==> src/rtl/sccb_cfg_scheduler.sv <==
// sccb_cfg_scheduler
//   Walks the camera configuration ROM at boot and turns every entry into a
//   single-register write on the byte-level SCCB write master.  ROM word
//   16'hFFF0 inserts a fixed wait, 16'hFFFF (or running off the end of the ROM)
//   finishes the boot.  A NACKed write is re-issued up to MAX_RETRY times; if
//   it still fails, the boot aborts into FAIL.  After a successful boot the same
//   master is lent to a run-time requester for one-off register writes.  A new
//   start always wins over a pending user write.
//
// Ports
//   clk, rst_n            clock, asynchronous active-low reset
//   start                 begin / re-run the boot sequence (IDLE, READY, FAIL)
//   rom_addr / rom_data   config ROM port, registered read (1-cycle latency)
//   m_valid .. m_val      write command to the SCCB master (valid/ready)
//   m_done / m_nack       completion pulse of the master, NACK flag with it
//   user_req/reg/val      run-time write request, held until user_ack
//   user_ack / user_err   1-cycle completion pulse, failure flag with it
//   busy / done / error   boot status
module sccb_cfg_scheduler #(
  parameter logic [7:0] DEV_ADDR     = 8'h42,
  parameter int         ROM_DEPTH    = 76,
  parameter int         MAX_RETRY    = 3,
  parameter int         DELAY_CYCLES = 1000000
) (
  input  logic        clk,
  input  logic        rst_n,
  input  logic        start,
  output logic [7:0]  rom_addr,
  input  logic [15:0] rom_data,
  output logic        m_valid,
  input  logic        m_ready,
  output logic [7:0]  m_dev,
  output logic [7:0]  m_reg,
  output logic [7:0]  m_val,
  input  logic        m_done,
  input  logic        m_nack,
  input  logic        user_req,
  input  logic [7:0]  user_reg,
  input  logic [7:0]  user_val,
  output logic        user_ack,
  output logic        user_err,
  output logic        busy,
  output logic        done,
  output logic        error
);

  localparam int RW = (MAX_RETRY > 0) ? $clog2(MAX_RETRY + 1) : 1;
  localparam int DW = (DELAY_CYCLES > 1) ? $clog2(DELAY_CYCLES) : 1;
  localparam logic [7:0]    IDX_END    = 8'(ROM_DEPTH);
  localparam logic [RW-1:0] RETRY_LAST = RW'(MAX_RETRY);
  localparam logic [DW-1:0] DELAY_LAST = DW'(DELAY_CYCLES - 1);

  typedef enum logic [3:0] {
    S_IDLE      = 4'd0,
    S_FETCH     = 4'd1,
    S_WAIT      = 4'd2,
    S_DECODE    = 4'd3,
    S_ISSUE     = 4'd4,
    S_WAIT_DONE = 4'd5,
    S_DELAY     = 4'd6,
    S_READY     = 4'd7,
    S_U_ISSUE   = 4'd8,
    S_U_WAIT    = 4'd9,
    S_FAIL      = 4'd10
  } state_e;

  state_e        state_q, state_d;
  logic [7:0]    idx_q, idx_d;
  logic [RW-1:0] retry_q, retry_d;
  logic [DW-1:0] dly_q, dly_d;
  logic [7:0]    rom_addr_q, rom_addr_d;
  logic          m_valid_q, m_valid_d;
  logic [7:0]    m_reg_q, m_reg_d;
  logic [7:0]    m_val_q, m_val_d;
  logic          user_ack_q, user_ack_d;
  logic          user_err_q, user_err_d;
  logic          busy_q, busy_d;
  logic          done_q, done_d;
  logic          error_q, error_d;
  logic          restart_s;

  // The entry index stops at ROM_DEPTH so that it keeps acting as an end marker.
  function automatic logic [7:0] idx_next(input logic [7:0] idx);
    if (idx == IDX_END) begin
      return idx;
    end else begin
      return idx + 8'd1;
    end
  endfunction

  // start is only honoured where the boot is not running; it beats user_req.
  assign restart_s = start && ((state_q == S_IDLE) || (state_q == S_READY) ||
                               (state_q == S_FAIL));

  // Next-state and next-output logic of the scheduler.
  always_comb begin
    state_d    = state_q;
    idx_d      = idx_q;
    retry_d    = retry_q;
    dly_d      = dly_q;
    rom_addr_d = rom_addr_q;
    m_reg_d    = m_reg_q;
    m_val_d    = m_val_q;
    user_ack_d = 1'b0;
    user_err_d = 1'b0;
    busy_d     = busy_q;
    done_d     = done_q;
    error_d    = error_q;

    if (restart_s) begin
      state_d = S_FETCH;
      idx_d   = 8'd0;
      busy_d  = 1'b1;
      done_d  = 1'b0;
      error_d = 1'b0;
    end else begin
      case (state_q)
        S_IDLE: state_d = S_IDLE;
        S_FETCH: begin
          rom_addr_d = idx_q;
          state_d    = S_WAIT;
        end
        // Covers the registered ROM read latency.
        S_WAIT: state_d = S_DECODE;
        S_DECODE: begin
          if ((idx_q == IDX_END) || (rom_data == 16'hFFFF)) begin
            state_d = S_READY;
            busy_d  = 1'b0;
            done_d  = 1'b1;
          end else if (rom_data == 16'hFFF0) begin
            state_d = S_DELAY;
            dly_d   = '0;
          end else begin
            m_reg_d = rom_data[15:8];
            m_val_d = rom_data[7:0];
            retry_d = '0;
            state_d = S_ISSUE;
          end
        end
        S_ISSUE: begin
          if (m_valid_q && m_ready) begin
            state_d = S_WAIT_DONE;
          end else begin
            state_d = S_ISSUE;
          end
        end
        S_WAIT_DONE: begin
          if (!m_done) begin
            state_d = S_WAIT_DONE;
          end else if (!m_nack) begin
            idx_d   = idx_next(idx_q);
            state_d = S_FETCH;
          end else if (retry_q == RETRY_LAST) begin
            state_d = S_FAIL;
            error_d = 1'b1;
            busy_d  = 1'b0;
            done_d  = 1'b0;
          end else begin
            retry_d = retry_q + {{(RW-1){1'b0}}, 1'b1};
            state_d = S_ISSUE;
          end
        end
        S_DELAY: begin
          if (dly_q == DELAY_LAST) begin
            idx_d   = idx_next(idx_q);
            state_d = S_FETCH;
          end else begin
            dly_d = dly_q + {{(DW-1){1'b0}}, 1'b1};
          end
        end
        S_READY: begin
          if (user_req) begin
            m_reg_d = user_reg;
            m_val_d = user_val;
            retry_d = '0;
            state_d = S_U_ISSUE;
          end else begin
            state_d = S_READY;
          end
        end
        S_U_ISSUE: begin
          if (m_valid_q && m_ready) begin
            state_d = S_U_WAIT;
          end else begin
            state_d = S_U_ISSUE;
          end
        end
        // The final attempt reports its own NACK; a user failure never sets error.
        S_U_WAIT: begin
          if (!m_done) begin
            state_d = S_U_WAIT;
          end else if (!m_nack || (retry_q == RETRY_LAST)) begin
            user_ack_d = 1'b1;
            user_err_d = m_nack;
            state_d    = S_READY;
          end else begin
            retry_d = retry_q + {{(RW-1){1'b0}}, 1'b1};
            state_d = S_U_ISSUE;
          end
        end
        S_FAIL: state_d = S_FAIL;
        default: begin
          state_d = S_IDLE;
          busy_d  = 1'b0;
          done_d  = 1'b0;
          error_d = 1'b0;
        end
      endcase
    end

    // Valid is a flop that is high exactly while the FSM sits in an issue state.
    m_valid_d = (state_d == S_ISSUE) || (state_d == S_U_ISSUE);
  end

  // State and datapath registers; the asynchronous clear idles every output.
  always_ff @(posedge clk or negedge rst_n) begin
    if (!rst_n) begin
      state_q    <= S_IDLE;
      idx_q      <= 8'd0;
      retry_q    <= '0;
      dly_q      <= '0;
      rom_addr_q <= 8'd0;
      m_valid_q  <= 1'b0;
      m_reg_q    <= 8'd0;
      m_val_q    <= 8'd0;
      user_ack_q <= 1'b0;
      user_err_q <= 1'b0;
      busy_q     <= 1'b0;
      done_q     <= 1'b0;
      error_q    <= 1'b0;
    end else begin
      state_q    <= state_d;
      idx_q      <= idx_d;
      retry_q    <= retry_d;
      dly_q      <= dly_d;
      rom_addr_q <= rom_addr_d;
      m_valid_q  <= m_valid_d;
      m_reg_q    <= m_reg_d;
      m_val_q    <= m_val_d;
      user_ack_q <= user_ack_d;
      user_err_q <= user_err_d;
      busy_q     <= busy_d;
      done_q     <= done_d;
      error_q    <= error_d;
    end
  end

  assign rom_addr = rom_addr_q;
  assign m_valid  = m_valid_q;
  assign m_dev    = DEV_ADDR;
  assign m_reg    = m_reg_q;
  assign m_val    = m_val_q;
  assign user_ack = user_ack_q;
  assign user_err = user_err_q;
  assign busy     = busy_q;
  assign done     = done_q;
  assign error    = error_q;

endmodule

==> config.mk <==
export PLATFORM = sky130hd
export DESIGN_NAME = sccb_cfg_scheduler
export DESIGN_NICKNAME = d
export VERILOG_FILES = /design/src/rtl/sccb_cfg_scheduler.sv
export SDC_FILE = /design/constraint.sdc
export NUM_CORES = 1
export LEC_CHECK = 0
export BUFFER_PORTS_ARGS = -buffer_cell sky130_fd_sc_hd__buf_2
export CAP_MARGIN = 30
export CORE_UTILIZATION = 50
export CTS_BUF_LIST = sky130_fd_sc_hd__clkbuf_4
export DETAILED_ROUTE_END_ITERATION = 10
export PLACE_DENSITY = 0.8
export SYNTH_ARGS = -nofsm -noshare
export SYNTH_HDL_FRONTEND = slang
export SYNTH_SLANG_ARGS = --single-unit
==> constraint.sdc <==
create_clock -name clk -period 2.8 [get_ports clk]
set_clock_uncertainty 0.2 [all_clocks]
set_input_delay 0.14 -clock clk [delete_from_list [all_inputs] [get_ports clk]]
set_output_delay 0.14 -clock clk [all_outputs]
set_load 0.02 [all_outputs]
After elaboration in Yosys (flattened, before gate mapping)
Index checks and enable logic that the tools add are counted.
{ "totals": {"output_inout_bits": 38, "register_bits": 64, "word_cells": 136, "input_bits": 39} }
{ "classes": {"eq_ne": 35, "addsub": 3, "bitwise_logic": 1, "muxes": 62, "n_reduce_logical": 22} }
{ "ops": {"columns": ["cell", "count"], "rows": [
  ["$mux 8", 11],
  ["$mux 20", 3],
  ["$pmux 8 s2", 3],
  ["$pmux 20 s2", 1],
  ["$pmux 4 s10", 1],
  ["$eq 16x16->1 const B", 2],
  ["$mux 4", 8],
  ["$mux 1", 21],
  ["$add 20x1->20 const B", 1],
  ["$eq 20x20->1 const B", 1],
  ["$eq 4x3->1 const B", 5],
  ["$mux 2", 10],
  ["$ne 2x2->1 const B", 10],
  ["$ne 3x3->1 const B", 6],
  ["$eq 4x4->1 const B", 4],
  ["$reduce_and 5->1", 3],
  ["$reduce_and 10->1", 1],
  ["$reduce_or 10->1", 1],
  ["$reduce_or 9->1", 1],
  ["$add 8x1->8 const B", 1],
  ["$eq 4x2->1 const B", 2],
  ["$eq 8x7->1 const B", 1],
  ["$pmux 2 s4", 1],
  ["$reduce_and 4->1", 2],
  ["other kinds (15)", 23]
]} }

Logic depth before layout (Yosys ltp)
Gate-level depths: netlist of run 1.
{ "depth": {"word_depth": 8, "mapped_depth": 9, "depth_no_buf": 7} }

Worst setup path after synthesis of run 1
No wires, ideal clock.
{ "synth_timing": {"kind": "flip-flop to flip-flop", "startpoint": "register dly_q[13]", "endpoint": "register idx_q[4]", "setup_time_ps": 131, "t_arrival_ps": 2131, "slack_ps": 338, "t_required_ps": 2469, "path_stages_with_launch": 7, "synth_period_minus_slack_ps": 2462, "n_path_buf": 1, "path_cell_list": "dfrtp_1 or4b_4 or4_4 o21a_1 buf_6 o31ai_4 o41ai_2"} }
{ "synth_between": {"elab_chain_len": 3} }
{ "synth_lines": {"columns": ["element", "line_no", "source"], "rows": [
  ["start, declared", "70", "logic [DW-1:0] dly_q, dly_d;"],
  ["start signal, assigned", "235", "dly_q <= dly_d;"],
  ["$eq 20x20->1", "164", "if (dly_q == DELAY_LAST) begin"],
  ["$ne 3x3->1 (no source line)", null, null],
  ["$reduce_and 4->1 (no source line)", null, null],
  ["end signal, assigned", "233", "idx_q <= idx_d;"],
  ["end, declared", "68", "logic [7:0] idx_q, idx_d;"]
]} }
No other way between the ends.
A chain may end at the register's enable or synchronous reset.

Worst setup path after layout of run 1
{ "layout_timing": {"startpoint": "register dly_q[15]", "endpoint": "register idx_q[2]"} }
Same word-level chain as after synthesis.

==> results.ini, run 1 <==
[run_status]
status=finished clean

[drt]
drt-total-wl_mm=10.5
drt_iter0_markers=265
ant_nets=0
wl_per_cell_um=16.6
via_count=3804
drc=0
routed_via_density=6.05
drtPass1Iterations=6

[final_layout]
final_common_cell=nand2_1
final_cell_mix=71 x nand2_1, 68 x buf_2, 64 x dfrtp_1, 36 x dlygate4sd3_1, 24 x mux2_2
fin_nets=570
layout-drive-gt1-share=0.253
area_delta_synth_final_pct=23.5
post-route-cell-area_um2=4800
largest-register=dly_q
fin_util=0.651
antenna_cells=0
layout.cells.non_filler=629
largest_register_ffs=20

[floorplan]
die_x_um=90.2
io_pins=77
start_util=0.528
fp.coreArea_um2=7370
die_y_um=90.2
dieArea_um2=8130
num_rows=31

[cts]
cts_made_buffers=9
path_clk_slew_ns=0.11
cts_tree=built
clock_path_buffers=2
clock-root-buffer=clkbuf_4
h-tree-depth=3
cts-resized-gates=0
clock-sinks=64
insertion_delay_ns=0.41

[synthesis]
ys.flop_type=dfrtp_1
syn_inst=420
avgSynthCellArea_um2=9.26
yosys_warnings=0
synth_edf_count=0
syn-cell-area_um2=3890
synth_cell_types=66
synth-async-reset-ratio=1.00
synth_seq_cells=64
seq_area_frac_synth=0.412

[timing]
final-setup-viol-count=0
hold_slack_ns=0.00390
rsz0062_at_grt=false
fin_ws_ns=0.136
finalHoldViolCount=0
worst_pin_slew_ns=0.792
fmax_ghz=0.375
tns_ns=0
post-route-min-period_ns=2.66
fin_crit_sh=0.952
max_slew_margin=0.472
slew_violations=0

[global_route]
grtUsageMet2=0.444
top_usage_layer=met2
grt_overflow=0
grt_max_degree=35
grt_util_met3=0.0550
antenna_found_initial=0
grt_pass1_wl_mm=17.6
grt_pass1_vias=3729
grt_util_all_layers=0.270
use_met1=0.334

[worst_setup_path]
max_stage_delay_ns=0.56
end_kind=register
crit_required_ns=2.90
critPathLaunchType=register
path_class=register to register
crit_fanout=12
arrival_ns=2.77
crit_top_cell=o31ai_1
crit_chain=or4b_4 -> or4_4 -> o21a_1 -> o31ai_1 -> o31ai_1
critPathBufInv=0
cpMaxStageDelayCell=or4b_4
crit_family=simple AND/OR/NAND/NOR gates

[power_and_ir_drop]
intPower_mw=1.92
cellPowerDensity_nw_per_um2=682
power_frac_comb=0.426
power_leakage_nw=2.14
p_clk_frac=0.151
switching_power_mw=1.36
p_total_mw=3.27
switching_share=0.414
vdd_drop_max_mv=0.248
power.share.sequential=0.423

[placement]
place_area_um2=4350
dp.cells=579
post-place-ws_ns=0.173
gp_congestion=0.842
hpwl_mm=6.81
port_buffers=68

[hold_path]
hp-class=input pin to register

[flow_run]
cap_violations=0

power groups by stage:
stage                     Clock, mW  Sequential (mW)  Combinational (mW)
after floorplan                   0             1.48               0.801
after global placement            0             1.37                1.27
after detailed placement          0             1.39                1.32
after CTS                     0.502             1.37                1.37
after global routing          0.553             1.41                1.51
final                         0.495             1.39                1.39
kinds of logic after synthesis:
logic type | share of synthesized area
and+or+nand+nor | 0.235
other | 0.00193
muxes | 0.0978
buffers and inverters | 0.0509
AOI/OAI and AO/OA | 0.190
DFF | 0.412
adders and majority gates | 0.0129
worst reg2reg max path, stage by stage, from the launching register on:
cell and delay (ns):
dfrtp_1 0.43, or4b_4 0.56, or4_4 0.56, o21a_1 0.36, o31ai_1 0.34, o31ai_1 0.11
path summary, 6_finish.rpt:
check,startpoint,end,slack [ns],cells past startpoint
worst max-delay path,dly_q[15],idx_q[2],0.14,5
worst min-delay path,user_req,m_valid,0.004,5
worst max register to register,dly_q[15],idx_q[2],0.14,5
worst min register to register,rom_addr[4],rom_addr[4],0.31,1
max in group asynchronous,rst_n,rom_addr[4],1.61,3
min in group asynchronous,rst_n,m_val[7],0.14,2
layer usage:
| layer | vias up | wire length (um) |
|---|---|---|
| met3 | 49 | 591 |
| met5 | - | 0 |
| met2 | 175 | 5150 |
| met4 | 0 | 468 |
| li1 | 1753 | - |
| met1 | 1827 | 4260 |
final cells by class:
cell class,instances,area [um^2]
inverter,8,30.0
tap,99,124
multi-input combinational,323,2110
sequential,64,1600
timing repair buffer,121,841
clock inverter,5,26.3
clock buffer,9,67.6
fill,575,2570
repair_timing:
action | in CTS | in global routing
hold buffers | 36 | 0
setup buffers | 0 | 0
hold endpoints to repair | 52 | 0
setup endpoints to repair | 0 | 0
synth_stat cells, types with 2 or more instances:
library cell,number,area share
mux2_2,24,0.070
nand3_1,14,0.018
nor3_1,8,0.010
nand4b_1,2,0.0045
a41oi_1,2,0.0045
and2_1,5,0.0080
ha_1,4,0.013
o21a_1,5,0.0097
nor4bb_1,2,0.0051
o21ai_1,2,0.0026
inv_1,8,0.0077
and3_1,4,0.0064
nand2_1,71,0.069
a2111oi_0,5,0.011
nor4_1,3,0.0048
conb_1,2,0.0019
a21o_1,3,0.0058
o31ai_1,5,0.0097
buf_4,8,0.015
buf_6,2,0.0058
mux2i_1,11,0.028
o211a_1,2,0.0051
nor2b_1,6,0.0097
nor2_1,13,0.013
a31oi_1,7,0.011
o311ai_0,2,0.0045
o21ai_0,22,0.028
a211oi_1,9,0.017
nand4_1,13,0.021
a21oi_1,17,0.022
o21bai_1,8,0.015
clkbuf_1,15,0.014
dfrtp_1,64,0.41
or4_1,4,0.0077
nand2b_1,11,0.018
nor4_2,3,0.0097
buf_2,5,0.0064
No activity file was read; power rests on OpenSTA's default activity.
==> run 2: changes to the inputs <==
==> constraint.sdc (replaced) <==
create_clock -name clk -period 2.8 [get_ports clk]
set_clock_uncertainty 0.2 [all_clocks]
set_input_delay 0.28 -clock clk [delete_from_list [all_inputs] [get_ports clk]]
set_output_delay 0.28 -clock clk [all_outputs]
set_load 0.02 [all_outputs]
==> run 2 against run 1 <==
Against the previous run: sequential cell count unchanged; setup slack worse by 0.035 ns; critical path depth unchanged; critical endpoint unchanged.
==> results.ini, run 2 (synthesis gave the netlist of run 1 again) <==
[run_status]
status=finished clean

[drt]
drc=0  ; unchanged
drtPass1Iterations=5  ; -1
drt_iter0_markers=185  ; -30%
ant_nets=0  ; unchanged
drt-total-wl_mm=9.75  ; -6.8%
via_count=3708  ; -2.5%
wl_per_cell_um=15.7  ; -5.6%
routed_via_density=5.97  ; -1.3%

[timing]
max_slew_margin=0.586  ; +0.115
finalHoldViolCount=0  ; unchanged
slew_violations=0  ; unchanged
fin_crit_sh=0.964  ; +0.0126
rsz0062_at_grt=false
tns_ns=0  ; unchanged
fmax_ghz=0.370  ; -1.3%
hold_slack_ns=0.0137  ; +0.00982 ns
worst_pin_slew_ns=0.612  ; -0.180 ns
post-route-min-period_ns=2.70  ; +0.0352 ns
final-setup-viol-count=0  ; unchanged

[worst_setup_path]
critPathLaunchType=register
r2r_start=dly_q[13]
crit_fanout=12  ; unchanged
crit_required_ns=2.89  ; about the same
cp-startpoint=dly_q[13]
path_class=register to register
cpMaxStageDelayCell=or4_4
max_stage_delay_ns=0.56  ; about the same
crit_top_cell=o31ai_1
arrival_ns=2.79  ; +0.02 ns
crit_chain=or4b_4 -> or4_4 -> o21a_1 -> o31ai_1 -> o31ai_1
end_kind=register

[final_layout]
final_cell_mix=71 x nand2_1, 68 x buf_2, 64 x dfrtp_1, 25 x dlygate4sd3_1, 24 x mux2_2
layout-drive-gt1-share=0.268  ; +0.0154
fin_nets=560  ; -1.8%
multi_input_area_um2=2110  ; about the same
largest_register_ffs=20  ; unchanged
largest-register=dly_q
ff_latch_area_um2=1600  ; unchanged
final_common_cell=nand2_1
area_delta_synth_final_pct=22.1
n_fill_cell=602  ; +4.7%
antenna_cells=0  ; unchanged

[floorplan]
fp.coreArea_um2=7370  ; unchanged
start_util=0.528  ; unchanged
die_y_um=90.2  ; unchanged
dieArea_um2=8130  ; unchanged
io_pins=77  ; unchanged
num_rows=31  ; unchanged
die_x_um=90.2  ; unchanged

[flow_run]
cap_violations=0  ; unchanged

[global_route]
grt_overflow=0  ; unchanged
grt_util_all_layers=0.253  ; -0.0171
antenna_found_initial=0  ; unchanged
grt_pass1_wl_mm=16.6  ; -5.7%
grt_max_degree=63  ; +80%
grt_pass1_vias=3620  ; -2.9%

[hold_path]
hold_start=rom_data[11]
hp-class=input pin to register

[cts]
clock-sinks=64  ; unchanged
clock-root-buffer=clkbuf_4
insertion_delay_ns=0.42  ; about the same
h-tree-depth=3  ; unchanged
path_clk_slew_ns=0.11  ; about the same
cts_made_buffers=9  ; unchanged
cts_tree=built
clock_path_buffers=2  ; unchanged

[power_and_ir_drop]
cellPowerDensity_nw_per_um2=696  ; +2.1%
power_leakage_nw=2.13  ; -0.39%
p_total_mw=3.31  ; +0.93%
vdd_drop_max_mv=0.312  ; +26%

[placement]
hpwl_mm=6.57  ; -3.5%
port_buffers=68  ; unchanged
gp_congestion=0.869  ; +3.3%

-- run 2: changes by cell type in the layout (fill, tap and decap cells not counted) --
cell           previous run  this run
clkinvlp_4                2         1
clkinv_1                  3         1
and3_1                    4         3
clkinv_4                  0         2
buf_12                    1         3
clkinv_2                  0         1
buf_4                    16        15
and3_2                    0         1
clkbuf_4                  9        11
dlygate4sd3_1            36        25
-- run 2: routing by layer --
metal	wire length [um]	up-vias	track usage
met5	0	-	0
met4	398	0	0.155
met3	514	42	0.0431
met2	4760	148	0.403
met1	4080	1789	0.320
li1	-	1729	-
-- run 2: critical path: cells and delay by family (launching register included) --
| family | cells | cell delay (ns) |
|---|---|---|
| and+or+nand+nor | 2 | 1.11 |
| AOI/OAI and AO/OA | 3 | 0.81 |
| DFF | 1 | 0.45 |
-- run 2: cell type report --
cell class	instances	share of cell area
inverter	8	0.00633
timing repair buffer	111	0.161
multi-input combinational	323	0.445
sequential	64	0.337
clock inverter	5	0.00712
tap	99	0.0261
clock buffer	11	0.0174
-- run 2: worst paths after layout --
check,end,slack [ns],cells past startpoint
max,idx_q[2],0.10,5
min,m_reg[3],0.01,4
max reg2reg,idx_q[2],0.10,5
min reg2reg,busy,0.28,1
max in group asynchronous,m_val[1],1.73,3
min in group asynchronous,m_val[4],0.19,3
-- run 2: power breakdown --
part	switching [mW]	leakage, nW	total (mW)	internal (mW)
Clock	0.358	0.0645	0.559	0.201
Sequential	0.237	0.787	1.39	1.15
Combinational	0.767	1.28	1.35	0.588
Total	1.36	2.13	3.31	1.94
-- run 2: metrics by stage --
step / cells / util / instance area, um^2 / worst slack, ns
2_1_floorplan: 426 / - / 3910 / 0.338
3_3_place_gp: 578 / 0.589 / 4340 / 0.182
3_5_place_dp: 578 / 0.589 / 4340 / 0.129
4_1_cts: 619 / 0.639 / 4710 / 0.101
5_1_grt: 621 / 0.644 / 4750 / 0.0244
6_report: 621 / 0.644 / 4750 / 0.100
-- run 2: timing repair --
| item | in CTS | in global routing |
|---|---|---|
| endpoints found under the setup margin | 0 | 17 |
| buffers inserted | 0 | 2 |
| resized for setup | 0 | 1 |
| hold endpoints to repair | 80 | 0 |
| hold buffers | 25 | 0 |
